--- config.mk ---
export PLATFORM = sky130hd
export DESIGN_NAME = exc_ctrl_flat
export DESIGN_NICKNAME = d
export VERILOG_FILES = /design/src/rtl/exc_ctrl_if.sv /design/src/rtl/exc_ctrl.sv /design/src/flat_wrapper.sv
export SDC_FILE = /design/constraint.sdc
export NUM_CORES = 1
export LEC_CHECK = 0
export ABC_CLOCK_PERIOD_IN_PS = 2600
export BUFFER_PORTS_ARGS = -buffer_cell sky130_fd_sc_hd__buf_2
export CORE_MARGIN = 2
export CORE_UTILIZATION = 45
export CTS_CLUSTER_DIAMETER = 50
export DETAILED_ROUTE_END_ITERATION = 10
export PLACE_DENSITY = 0.76
export RECOVER_POWER = 25
export SLEW_MARGIN = 5
export SYNTH_ARGS = -nofsm -noshare
export SYNTH_HDL_FRONTEND = slang
export SYNTH_SLANG_ARGS = --single-unit
--- constraint.sdc ---
create_clock -name clk -period 2.6 [get_ports clk]
set_input_delay 0.52 -clock clk [delete_from_list [all_inputs] [get_ports clk]]
set_output_delay 0.52 -clock clk [all_outputs]
set_load 0.02 [all_outputs]
--- src/rtl/exc_ctrl_if.sv ---
// Pipeline/CP0 signal bundle for the exception controller.
// The controller attaches through the master modport; the pipeline and CP0 side through slave.
interface exc_ctrl_if;
  logic        exc_valid;
  logic [4:0]  exc_code;
  logic        eret_valid;
  logic [31:0] pc;
  logic        bd;
  logic [5:0]  hw_int;
  logic [4:0]  cp0_ra;
  logic [31:0] cp0_rd;
  logic [1:0]  cp0_we;
  logic [4:0]  cp0_wa_a;
  logic [31:0] cp0_wd_a;
  logic [4:0]  cp0_wa_b;
  logic [31:0] cp0_wd_b;
  logic        busy;
  logic        redirect;
  logic [31:0] redirect_pc;

  modport master (
    input  exc_valid, exc_code, eret_valid, pc, bd, hw_int, cp0_rd,
    output cp0_ra, cp0_we, cp0_wa_a, cp0_wd_a, cp0_wa_b, cp0_wd_b,
           busy, redirect, redirect_pc
  );

  modport slave (
    output exc_valid, exc_code, eret_valid, pc, bd, hw_int, cp0_rd,
    input  cp0_ra, cp0_we, cp0_wa_a, cp0_wd_a, cp0_wa_b, cp0_wd_b,
           busy, redirect, redirect_pc
  );
endinterface

--- src/rtl/exc_ctrl.sv ---
// Exception/interrupt/eret sequencer: writes EPC/Cause/Status into CP0, then redirects the PC.
// Hardware interrupts are only enabled when EXC_CTRL_INT_EN is defined.
module exc_ctrl #(
  parameter logic [31:0] HANDLER_ADDR = 32'h0000_4180
) (
  input  logic       clk,
  input  logic       reset,
  exc_ctrl_if.master bus
);

  localparam logic [4:0] REG_STATUS = 5'd12;
  localparam logic [4:0] REG_CAUSE  = 5'd13;
  localparam logic [4:0] REG_EPC    = 5'd14;

  typedef enum logic [2:0] {
    IDLE, SAVE, SET_EXL, REDIRECT, ERET_RD, ERET_CLR, ERET_JUMP
  } state_e;

  state_e      state_q;
  logic [5:0]  int_q;
  logic [31:0] epc_q;
  logic [4:0]  ra_q;
  logic [1:0]  we_q;
  logic [4:0]  wa_a_q;
  logic [31:0] wd_a_q;
  logic [4:0]  wa_b_q;
  logic [31:0] wd_b_q;
  logic        rmw_set_q;
  logic        rmw_clr_q;
  logic        redirect_q;
  logic [31:0] redirect_pc_q;

  logic        int_pend_d;
  logic [31:0] epc_d;
  logic [4:0]  code_d;
  logic [31:0] cause_d;

`ifdef EXC_CTRL_INT_EN
  always_ff @(posedge clk) begin
    if (reset) int_q <= '0;
    else       int_q <= bus.hw_int;
  end
`else
  logic unused_hw_int;
  assign int_q         = '0;
  assign unused_hw_int = ^bus.hw_int;
`endif

  // cp0_rd carries Status whenever the FSM sits in IDLE.
  assign int_pend_d = (|(int_q & bus.cp0_rd[15:10])) & bus.cp0_rd[0] & ~bus.cp0_rd[1];
  assign epc_d      = bus.bd ? (bus.pc - 32'd4) : bus.pc;
  assign code_d     = bus.exc_valid ? bus.exc_code : 5'd0;
  assign cause_d    = {bus.bd, 15'b0, int_q, 3'b0, code_d, 2'b0};

  always_ff @(posedge clk) begin
    if (reset) begin
      state_q       <= IDLE;
      epc_q         <= '0;
      ra_q          <= REG_STATUS;
      we_q          <= '0;
      wa_a_q        <= '0;
      wd_a_q        <= '0;
      wa_b_q        <= '0;
      wd_b_q        <= '0;
      rmw_set_q     <= 1'b0;
      rmw_clr_q     <= 1'b0;
      redirect_q    <= 1'b0;
      redirect_pc_q <= '0;
    end else begin
      ra_q          <= REG_STATUS;
      we_q          <= '0;
      wa_a_q        <= '0;
      wd_a_q        <= '0;
      wa_b_q        <= '0;
      wd_b_q        <= '0;
      rmw_set_q     <= 1'b0;
      rmw_clr_q     <= 1'b0;
      redirect_q    <= 1'b0;
      redirect_pc_q <= '0;
      case (state_q)
        IDLE: begin
          if (bus.exc_valid || int_pend_d) begin
            epc_q   <= epc_d;
            we_q    <= 2'b11;
            wa_a_q  <= REG_EPC;
            wd_a_q  <= epc_d;
            wa_b_q  <= REG_CAUSE;
            wd_b_q  <= cause_d;
            state_q <= SAVE;
          end else if (bus.eret_valid) begin
            ra_q    <= REG_EPC;
            state_q <= ERET_RD;
          end
        end
        SAVE: begin
          we_q      <= 2'b10;
          wa_a_q    <= REG_STATUS;
          rmw_set_q <= 1'b1;
          state_q   <= SET_EXL;
        end
        SET_EXL: begin
          redirect_q    <= 1'b1;
          redirect_pc_q <= HANDLER_ADDR;
          state_q       <= REDIRECT;
        end
        ERET_RD: begin
          epc_q     <= bus.cp0_rd;
          we_q      <= 2'b10;
          wa_a_q    <= REG_STATUS;
          rmw_clr_q <= 1'b1;
          state_q   <= ERET_CLR;
        end
        ERET_CLR: begin
          redirect_q    <= 1'b1;
          redirect_pc_q <= epc_q;
          state_q       <= ERET_JUMP;
        end
        default: state_q <= IDLE;
      endcase
    end
  end

  // Status read-modify-write uses the value read in the same cycle as the write.
  assign bus.cp0_wd_a    = rmw_set_q ? (bus.cp0_rd | 32'h2) :
                           rmw_clr_q ? (bus.cp0_rd & ~32'h2) : wd_a_q;
  assign bus.cp0_we      = reset ? 2'b00 : we_q;
  assign bus.cp0_ra      = ra_q;
  assign bus.cp0_wa_a    = wa_a_q;
  assign bus.cp0_wa_b    = wa_b_q;
  assign bus.cp0_wd_b    = wd_b_q;
  assign bus.busy        = (state_q != IDLE);
  assign bus.redirect    = redirect_q;
  assign bus.redirect_pc = redirect_pc_q;

endmodule

--- src/flat_wrapper.sv ---
// flat-port wrapper written by rule: the top's interface ports become plain ports
module exc_ctrl_flat 
#(
  parameter logic [31:0] HANDLER_ADDR = 32'h0000_4180
)
  (clk, reset, bus_exc_valid, bus_exc_code, bus_eret_valid, bus_pc, bus_bd, bus_hw_int, bus_cp0_rd, bus_cp0_ra, bus_cp0_we, bus_cp0_wa_a, bus_cp0_wd_a, bus_cp0_wa_b, bus_cp0_wd_b, bus_busy, bus_redirect, bus_redirect_pc);
  exc_ctrl_if bus_i ();
  input  logic clk;
  input  logic reset;
  input wire logic [$bits(bus_i.exc_valid)-1:0] bus_exc_valid;
  input wire logic [$bits(bus_i.exc_code)-1:0] bus_exc_code;
  input wire logic [$bits(bus_i.eret_valid)-1:0] bus_eret_valid;
  input wire logic [$bits(bus_i.pc)-1:0] bus_pc;
  input wire logic [$bits(bus_i.bd)-1:0] bus_bd;
  input wire logic [$bits(bus_i.hw_int)-1:0] bus_hw_int;
  input wire logic [$bits(bus_i.cp0_rd)-1:0] bus_cp0_rd;
  output wire logic [$bits(bus_i.cp0_ra)-1:0] bus_cp0_ra;
  output wire logic [$bits(bus_i.cp0_we)-1:0] bus_cp0_we;
  output wire logic [$bits(bus_i.cp0_wa_a)-1:0] bus_cp0_wa_a;
  output wire logic [$bits(bus_i.cp0_wd_a)-1:0] bus_cp0_wd_a;
  output wire logic [$bits(bus_i.cp0_wa_b)-1:0] bus_cp0_wa_b;
  output wire logic [$bits(bus_i.cp0_wd_b)-1:0] bus_cp0_wd_b;
  output wire logic [$bits(bus_i.busy)-1:0] bus_busy;
  output wire logic [$bits(bus_i.redirect)-1:0] bus_redirect;
  output wire logic [$bits(bus_i.redirect_pc)-1:0] bus_redirect_pc;
  assign bus_i.exc_valid = bus_exc_valid;
  assign bus_i.exc_code = bus_exc_code;
  assign bus_i.eret_valid = bus_eret_valid;
  assign bus_i.pc = bus_pc;
  assign bus_i.bd = bus_bd;
  assign bus_i.hw_int = bus_hw_int;
  assign bus_i.cp0_rd = bus_cp0_rd;
  assign bus_cp0_ra = bus_i.cp0_ra;
  assign bus_cp0_we = bus_i.cp0_we;
  assign bus_cp0_wa_a = bus_i.cp0_wa_a;
  assign bus_cp0_wd_a = bus_i.cp0_wd_a;
  assign bus_cp0_wa_b = bus_i.cp0_wa_b;
  assign bus_cp0_wd_b = bus_i.cp0_wd_b;
  assign bus_busy = bus_i.busy;
  assign bus_redirect = bus_i.redirect;
  assign bus_redirect_pc = bus_i.redirect_pc;
  exc_ctrl #(.HANDLER_ADDR(HANDLER_ADDR)) u_core (.clk(clk), .reset(reset), .bus(bus_i));
endmodule
Word-level counts from Yosys, hierarchy flattened. Cells that the tools add are included.

$add $sub $neg: 1. Multiply operators: 0. Div/mod/pow operators: 0. Order comparisons: 0. Eq/ne operators: 6. Shift-type cells: 0. Muxes and demuxes: 19. Bitwise gates (word level): 2. Reduce and logical (&&, ||, !) cells: 9.

Operators by type and width (count): 2-to-1 mux 32 bit (4); case mux 32 bit (2 select lines) (2); subtractor 32 x 3 -> 32 bit (second input constant) (1); case mux 3 bit (5 select lines) (1); case mux 5 bit (2 select lines) (1); 2-to-1 mux 4 bit (2); == test 3 bit (second input constant) (2); 2-to-1 mux 2 bit (3); 2-to-1 mux 3 bit (2); OR reduction 2 bit (3); OR reduction 3 bit (2); case mux 2 bit (2 select lines) (1); == test 3 x 1 -> 1 bit (second input constant) (1); == test 3 x 2 -> 1 bit (second input constant) (1); zero test 3 bit (1); 2-to-1 mux 1 bit (3); != test 3 bit (second input constant) (1); nonzero test 3 bit (1); != test 2 bit (second input constant) (1); inverter 1 bit (2); AND reduction 2 bit (1); nonzero test 2 bit (1).

Register bits: 151. Bits in latches: 0. Bits in writable memories: 0. ROM bits: 0. Input port bits: 80. Output and inout port bits: 115. Logic and storage cells: 50. Memories: 0.

Longest topological paths before layout. Gate-level depths: netlist of the first run.

Depth in word-level cells: 4. Depth in mapped cells: 7.

Worst setup path after synthesis of the first run. OpenSTA, ideal clock, no wires.

Kind: in2reg. Start point: input port bus_pc[3]. End point: register u_core.epc_q[23]. Setup time: 0.060 ns. Data arrival time: 2.121 ns. Data required time: 2.540 ns. Path slack: 0.419 ns. Stages: 6. Path buffers: 1. Cell sequence: or4b_1 -> buf_2 -> nand3b_4 -> or4_1 -> a21oi_2 -> a221o_1.

Cells in the longest elaborated chain, start to end: 4.

RTL lines: from (decl) (RTL line flat_wrapper.sv:13) `input wire logic [$bits(bus_i.pc)-1:0] bus_pc;`; subtractor 32 x 3 -> 32 bit (RTL line exc_ctrl.sv:51) `assign epc_d = bus.bd ? (bus.pc - 32'd4) : bus.pc;`; 2-to-1 mux 32 bit (RTL line exc_ctrl.sv:51); 2-to-1 mux 32 bit (RTL line exc_ctrl.sv:82) `if (bus.exc_valid || int_pend_d) begin`; case mux 32 bit (2 select lines) (RTL line exc_ctrl.sv:80) `case (state_q)`; to (signal assigned) (RTL line exc_ctrl.sv:83) `epc_q <= epc_d;`; to (signal assigned) (RTL line exc_ctrl.sv:107) `epc_q <= bus.cp0_rd;`; to (decl) (RTL line exc_ctrl.sv:21) `logic [31:0] epc_q;`.

Every way passes these cells. The select of a mux whose other input is x is not followed. A chain may end at the register's enable or synchronous reset.

Worst setup path after layout of the first run.
Start point: register u_core.rmw_clr_q. End point: output port bus_cp0_wd_a[29].

Cells in the longest elaborated chain, start to end: 2.

RTL lines: from (decl) (RTL line exc_ctrl.sv:29) `logic rmw_clr_q;`; from (signal assigned) (RTL line exc_ctrl.sv:66) `rmw_clr_q <= 1'b0;`; from (signal assigned) (RTL line exc_ctrl.sv:77) `rmw_clr_q <= 1'b0;`; from (signal assigned) (RTL line exc_ctrl.sv:110) `rmw_clr_q <= 1'b1;`; 2-to-1 mux 32 bit (RTL line exc_ctrl.sv:125) `rmw_clr_q ? (bus.cp0_rd & ~32'h2) : wd_a_q;`; 2-to-1 mux 32 bit (RTL line exc_ctrl.sv:124) `assign bus.cp0_wd_a = rmw_set_q ? (bus.cp0_rd | 32'h2) :`; to (decl) (RTL line flat_wrapper.sv:20) `output wire logic [$bits(bus_i.cp0_wd_a)-1:0] bus_cp0_wd_a;`.

Every way passes these cells.

==> summary.md, run 1 <==
| Metric | Value |
|---|---|
| Fin cells | 771 |
| Register area share after synthesis | 47.5% |
| GRT Overall Usage | 20.9% |
| Post-route cell area | 0.00565 mm² |
| Hold EP | u_core.epc_q[25]$_SDFFE_PP0P_ |
| Post-synthesis cell count | 486 |
| Synth area leader | dfxtp_1 |
| CTS clk-pin slew, worst paths | 0.11 ns |
| FF-to-FF End | u_core.epc_q[30]$_SDFFE_PP0P_ |
| Total congestion overflow | 0 |
| Worst hold path class | in -> reg |
| Worst Skew | 0.0163 ns |
| Post-cts sizing count | 0 |
| Crit path time final | 2.32 ns |
| First-pass GRT wire length | 18800 µm |
| Final GP Congestion | 0.843 |
| PwrDens | 643 mW/mm² |
| VDD IR-drop max | 285 µV |
| Synth cell count leaders | 112 x dfxtp_1, 39 x and3_1, 37 x buf_4, 36 x nor2_1, 31 x mux2_2 |
| Vias in the first global route | 3828 |
| First-pass DRT Iterations | 5 |
| CP endpoint kind | primary output |
| Final Hold Fails | 0 |
| Std cell rows | 37 |
| Fmax | 431 MHz |
| Clk_lat worst skew | 0.36 ns |
| CTS Buffer Depth | 2 |
| Vias | 4035 |
| Clk sinks | 112 |
| Layout area overhead | 19.6% |
| Final TNS setup | 0 ns |
| Core Region | 0.0103 mm² |
| Die width | 106 µm |
| CTS Buf Count | 9 |
| Top cells by area, synth | dfxtp_1 47%, mux2_2 7.4%, buf_4 5.9% |
| Fin crit share | 89.2% |
| Share of cells above drive strength 1 | 30.1% |
| Cell Area, Placed | 0.00552 mm² |
| Rel. slew slack | 36.5% |
| #FFs+latches synth | 112 |
| Die footprint | 0.0113 mm² |
| Async SR Flop Fraction | 0% |
| Status | finished clean |
| Pre-CTS setup slack | 0.176 ns |
| # DRC | 0 |
| Reg2Reg Depth | 8 |
| P_leak | 2.59 nW |
| Reg-to-reg setup timing slack | 0.35 ns |
| Share of the synthesized area in the top cell type | 47.5% |
| CTS root buf | clkbuf_8 |
| Crit Path Category | reg -> out |
| Final setup margin | 0.280 ns |
| WP data arrival | 1.80 ns |
| Largest net degree at the start of global routing | 49 |
| H-tree depth | 3 |
| I/O Pins | 195 |
| Hold path startpoint | bus_cp0_rd[25] |
| WL final | 12500 µm |
| # setup viols final | 0 |
| Nets | 711 |
| Max-slew violations | 0 |
| Antenna viol nets, final | 0 |
| DR WL/cell | 16.2 µm |
| Post-DP HPWL | 8820 µm |
| Post-CTS Setup Inserts | 0 |
| Warnings from Yosys | 0 |
| Dominant synthesized flop cell | dfxtp_1 |
| Initial antenna violation count | 0 |
| Cts hold-fix bufs | 0 |
| Cell depth of the worst hold path | 3 |
| Synth Cell Area | 0.00472 mm² |
| DRT iter0 DRCs | 272 |
| Cell with the most instances after synthesis | dfxtp_1 |
| Worst Path Required | 2.08 ns |
| Reg-to-Reg Start | u_core.state_q[2]$_SDFFE_PP0P_ |
| Worst-margin pin slew | 0.952 ns |
| Placed insts | 755 |
| Number of library cell types mapped by synthesis | 50 |
| Post-DR vias/cell | 5.23 |
| Inserted Diodes | 0 |
| CP Launch Type | flip-flop |
| RSZ-0062 raised after global routing | false |
| Max Cap Viol | 0 |
| Die Height | 106 µm |
| CTS tree | built |
| Initial Utilization | 45.9% |
| Crit-path max FO | 31 |
| Syn avg cell area | 9.71 µm² |
| Buffers on Ports | 154 |
| Post-synth EDFFs | 0 |
cell families after synthesis:
group / count (synthesis) / share of synthesized area [%]
AO/OA/AOI/OAI: 77 / 11.2
flip-flops: 112 / 47.5
multiplexers: 32 / 7.61
XOR/XNOR: 20 / 3.71
other: 2 / 0.159
AND/OR/NAND/NOR: 168 / 20.7
buffers and inverters: 74 / 8.85
adder cells (fa/ha/maj): 1 / 0.265
state kept, by name (all words and copies together) (netlist names):
register / count
u_core.bus.cp0_ra: 1
u_core.bus.cp0_wa_a: 1
u_core.bus.cp0_wa_b: 1
u_core.bus.cp0_wd_b: 6
u_core.bus.redirect: 1
u_core.bus.redirect_pc: 32
u_core.epc_q: 32
u_core.rmw_clr_q: 1
u_core.rmw_set_q: 1
u_core.state_q: 3
u_core.wd_a_q: 32
u_core.we_q: 1
cell type report:
type / count / area [µm²]
clock buffers: 10 / 128
clock inverters: 6 / 62.6
fillers: 971 / 4630
inverters: 7 / 26.3
multi-input cells: 332 / 2190
flip-flops and latches: 112 / 2240
well taps: 136 / 170
repair buffers: 168 / 827
per-layer routing:
metal | GRT usage, % | vias to the layer above | part of all wire [%] | routed length (µm)
met1 | 26.6 | 1866 | 43 | 5360
met3 | 4.35 | 16 | 7.8 | 972
met5 | 0 | - | 0 | 0
met4 | 7.51 | 0 | 1.1 | 131
met2 | 35.1 | 210 | 48 | 6000
li1 | - | 1943 | - | -
worst max-delay path by stage:
| stage | startpoint | endpoint | cells after the start |
|---|---|---|---|
| floorplan | bus_pc[3] | u_core.epc_q[23]$_SDFFE_PP0P_ | 6 |
| global placement | bus_pc[12] | u_core.epc_q[19]$_SDFFE_PP0P_ | 7 |
| detailed placement | bus_pc[14] | u_core.epc_q[19]$_SDFFE_PP0P_ | 7 |
| CTS | u_core.rmw_clr_q$_SDFF_PP0_ | bus_cp0_wd_a[29] | 4 |
| global route | u_core.state_q[2]$_SDFFE_PP0P_ | u_core.epc_q[30]$_SDFFE_PP0P_ | 8 |
| finish | u_core.rmw_clr_q$_SDFF_PP0_ | bus_cp0_wd_a[29] | 4 |
placed cells by master, fill, tap and decap left out, types with 3 or more instances in the layout:
master,Yosys,final
nand4_1,3,3
nor2_1,36,34
nand2b_1,3,3
xor2_1,10,10
or4_1,9,9
buf_4,37,12
clkbuf_1,27,36
nor4b_1,3,3
nor4_1,7,8
xnor2_1,10,10
clkbuf_8,0,9
nand3_1,3,3
dfxtp_1,112,112
nor2b_1,10,10
o21ai_0,5,4
a22oi_1,9,9
a221o_1,8,8
o31ai_1,6,6
nand2_1,18,17
inv_1,7,7
mux2_2,31,31
nor3_1,11,11
o22ai_1,16,16
a21oi_1,19,19
buf_2,1,120
and3_1,39,39
conb_1,2,34
o21bai_1,3,3
and2_1,13,13
metrics by stage:
stage	hold WS, ns	utilization, %	total power, mW
after global routing	0.369	54.9	3.80
after CTS	0.366	55.5	3.66
after global placement	0.458	53.7	2.66
final	0.387	54.9	3.63
after floorplan	0.437	-	2.45
after detailed placement	0.460	53.7	2.68
power breakdown:
part	internal [mW]	total (mW)	switching (mW)	leakage, nW
Combinational	0.281	0.749	0.468	1.59
Clock	0.376	0.996	0.620	0.0961
Sequential	1.83	1.89	0.0559	0.913
critical path: stages (launching register included):
cell and delay, ns:
dfxtp_1 0.35, nor2_4 0.10, buf_4 0.42, mux2_2 0.41, buf_2 0.16
Note: power is estimated with default switching activity, not from simulation.
==> run 2, diff against run 1 <==
--- a/config.mk
+++ b/config.mk
@@ -8,10 +8,11 @@
 export ABC_CLOCK_PERIOD_IN_PS = 2600
 export BUFFER_PORTS_ARGS = -buffer_cell sky130_fd_sc_hd__buf_2
 export CORE_MARGIN = 2
-export CORE_UTILIZATION = 45
+export CORE_UTILIZATION = 47
 export CTS_CLUSTER_DIAMETER = 50
 export DETAILED_ROUTE_END_ITERATION = 10
-export PLACE_DENSITY = 0.76
+export HOLD_SLACK_MARGIN = 0.03
+export PLACE_DENSITY = 0.78
 export RECOVER_POWER = 25
 export SLEW_MARGIN = 5
 export SYNTH_ARGS = -nofsm -noshare
==> summary.md, run 2 (same netlist as run 1, synthesis figures left out) <==
| Metric | Value |
|---|---|
| DRT iter0 DRCs | 218 (-20%) |
| Clk sinks | 112 (unchanged) |
| # DRC | 0 (unchanged) |
| PwrDens | 648 mW/mm² (+0.71%) |
| Commonest non-fill, non-tap cell in the layout | buf_2 |
| CTS root buf | clkbuf_8 |
| Slowest stage delay, CP | 0.73 ns (+0.31 ns) |
| Largest net degree at the start of global routing | 49 (unchanged) |
| FF-to-FF End | u_core.epc_q[30]$_SDFFE_PP0P_ |
| Worst hold path class | in -> reg |
| Nets | 712 (+0.14%) |
| Clk_lat worst skew | 0.38 ns (+0.02 ns) |
| I/O Pins | 195 (unchanged) |
| Post-cts sizing count | 0 (unchanged) |
| Std cell rows | 36 (-2.7%) |
| Cts hold-fix bufs | 0 (unchanged) |
| Status | finished clean |
| VDD IR-drop max | 389 µV (+36%) |
| WP data arrival | 2.48 ns (+0.68 ns) |
| Total congestion overflow | 0 (unchanged) |
| Post-CTS Setup Inserts | 0 (unchanged) |
| Final Power | 3.67 mW (+0.91%) |
| Post-DR vias/cell | 5.25 (+0.24%) |
| Fmax | 450 MHz (+4.4%) |
| Fin crit share | 85.4% (-3.8 points) |
| Crit Path Category | in -> reg |
| H-tree depth | 3 (unchanged) |
| Antenna viol nets, final | 0 (unchanged) |
| Final GP Congestion | 0.877 (+4.0%) |
| Crit-path max FO | 42 (+35%) |
| Post-DP HPWL | 8810 µm (about the same) |
| Crit path max-delay cell type | clkbuf_2 |
| Worst-margin pin slew | 0.957 ns (+0.00451 ns) |
| CP Launch Type | input port |
| Setup crit end | u_core.epc_q[29]$_SDFFE_PP0P_ |
| CP endpoint kind | flip-flop |
| Share of cells above drive strength 1 | 30.2% (+0.11 points) |
| Final Hold Fails | 0 (unchanged) |
| Initial Utilization | 48.3% (+2.4 points) |
| Worst Path Required | 2.86 ns (+0.78 ns) |
| Pre-CTS setup slack | 0.168 ns (-0.00760 ns) |
| Rel. slew slack | 36.2% (-0.30 points) |
| Initial antenna violation count | 0 (unchanged) |
| Max Cap Viol | 0 (unchanged) |
| Inserted Diodes | 0 (unchanged) |
| Vias in the first global route | 3855 (+0.71%) |
| CP cell instances | buf_2 -> clkbuf_2 -> inv_1 -> a32oi_1 -> o21ai_0 |
| Buffers on Ports | 154 (unchanged) |
| Reg2Reg Depth | 8 (unchanged) |
| Vias | 4034 (-0.025%) |
| WL final | 12100 µm (-2.7%) |
| Commonest non-fill, non-tap cells in the layout | 119 x buf_2, 112 x dfxtp_1, 39 x and3_1 |
| Worst Skew | 0.0128 ns (-0.00353 ns) |
| Die footprint | 0.0109 mm² (-4.1%) |
| Fin cells | 769 (-0.26%) |
| Reg-to-Reg Start | u_core.state_q[2]$_SDFFE_PP0P_ |
| P_leak | 2.60 nW (+0.21%) |
| Worst Setup SP | reset |
| Crit path time final | 2.22 ns (-0.0982 ns) |
| Die width | 104 µm (-2.1%) |
| First-pass DRT Iterations | 5 (unchanged) |
| Final setup margin | 0.378 ns (+0.0982 ns) |
| First-pass GRT wire length | 19000 µm (+0.85%) |
| DR WL/cell | 15.8 µm (-2.5%) |
| Die Height | 104 µm (-2.1%) |
| Reg-to-reg setup timing slack | 0.42 ns (+0.07 ns) |
| Layout area overhead | 19.9% |
| RSZ-0062 raised after global routing | false |
| CTS Buf Count | 9 (unchanged) |
| CTS tree | built |
| # setup viols final | 0 (unchanged) |
| CTS clk-pin slew, worst paths | 0.11 ns (about the same) |
| Placed insts | 753 (-0.26%) |
| Max-slew violations | 0 (unchanged) |
| CTS Buffer Depth | 2 (unchanged) |
| Final TNS setup | 0 ns (unchanged) |
| GRT Overall Usage | 21.9% (+0.93 points) |
| Core Region | 0.00977 mm² (-4.9%) |
[run 2: worst max-delay path, delay by kind of cell]
family          cells  cell delay (ns)
compound gates      2             0.47
buf+inv             3             1.48
[run 2: stage by stage]
step | utilization (%) | hold WS, ns | instance area, µm²
CTS | 58.5 | 0.351 | 5720
floorplan | - | 0.437 | 4840
finish | 57.9 | 0.366 | 5660
global route | 57.9 | 0.357 | 5660
global placement | 56.5 | 0.459 | 5520
detailed placement | 56.5 | 0.465 | 5520
[run 2: how the worst min path moves through the flow]
stage / from / to / slack, ns / cells after the start
CTS: bus_cp0_rd[25] / u_core.epc_q[25]$_SDFFE_PP0P_ / 0.35 / 3
global route: bus_exc_code[0] / u_core.bus.cp0_wd_b[2]$_SDFF_PP0_ / 0.36 / 2
global placement: u_core.epc_q[3]$_SDFFE_PP0P_ / u_core.bus.redirect_pc[3]$_SDFF_PP0_ / 0.46 / 1
floorplan: u_core.epc_q[14]$_SDFFE_PP0P_ / u_core.bus.redirect_pc[14]$_SDFF_PP0_ / 0.44 / 2
detailed placement: u_core.epc_q[6]$_SDFFE_PP0P_ / u_core.bus.redirect_pc[6]$_SDFF_PP0_ / 0.46 / 1
finish: bus_cp0_rd[25] / u_core.epc_q[25]$_SDFFE_PP0P_ / 0.37 / 3
[run 2: report_power, final]
| part | total (mW) | leakage [nW] | switching (mW) | internal (mW) |
|---|---|---|---|---|
| sequential | 1.89 | 0.913 | 0.0539 | 1.83 |
| combinational | 0.752 | 1.59 | 0.468 | 0.284 |
| clock | 1.03 | 0.102 | 0.647 | 0.381 |
| total | 3.67 | 2.60 | 1.17 | 2.50 |
[run 2: routing by layer]
layer | up-vias | global-route usage, % | wire length [µm]
met3 | 19 | 3.57 | 837
met4 | 0 | 9.65 | 233
li1 | 1951 | - | -
met1 | 1851 | 27.5 | 5180
met5 | - | 0 | 0
met2 | 213 | 36.9 | 5870
[run 2: area by class of cell]
| type | instances | area, µm² |
|---|---|---|
| clock buffers | 9 | 124 |
| clock inverters | 7 | 72.6 |
| fillers | 888 | 4120 |
| inverters | 7 | 26.3 |
| multi-input cells | 332 | 2200 |
| flip-flops and latches | 112 | 2240 |
| well taps | 133 | 166 |
| repair buffers | 169 | 830 |
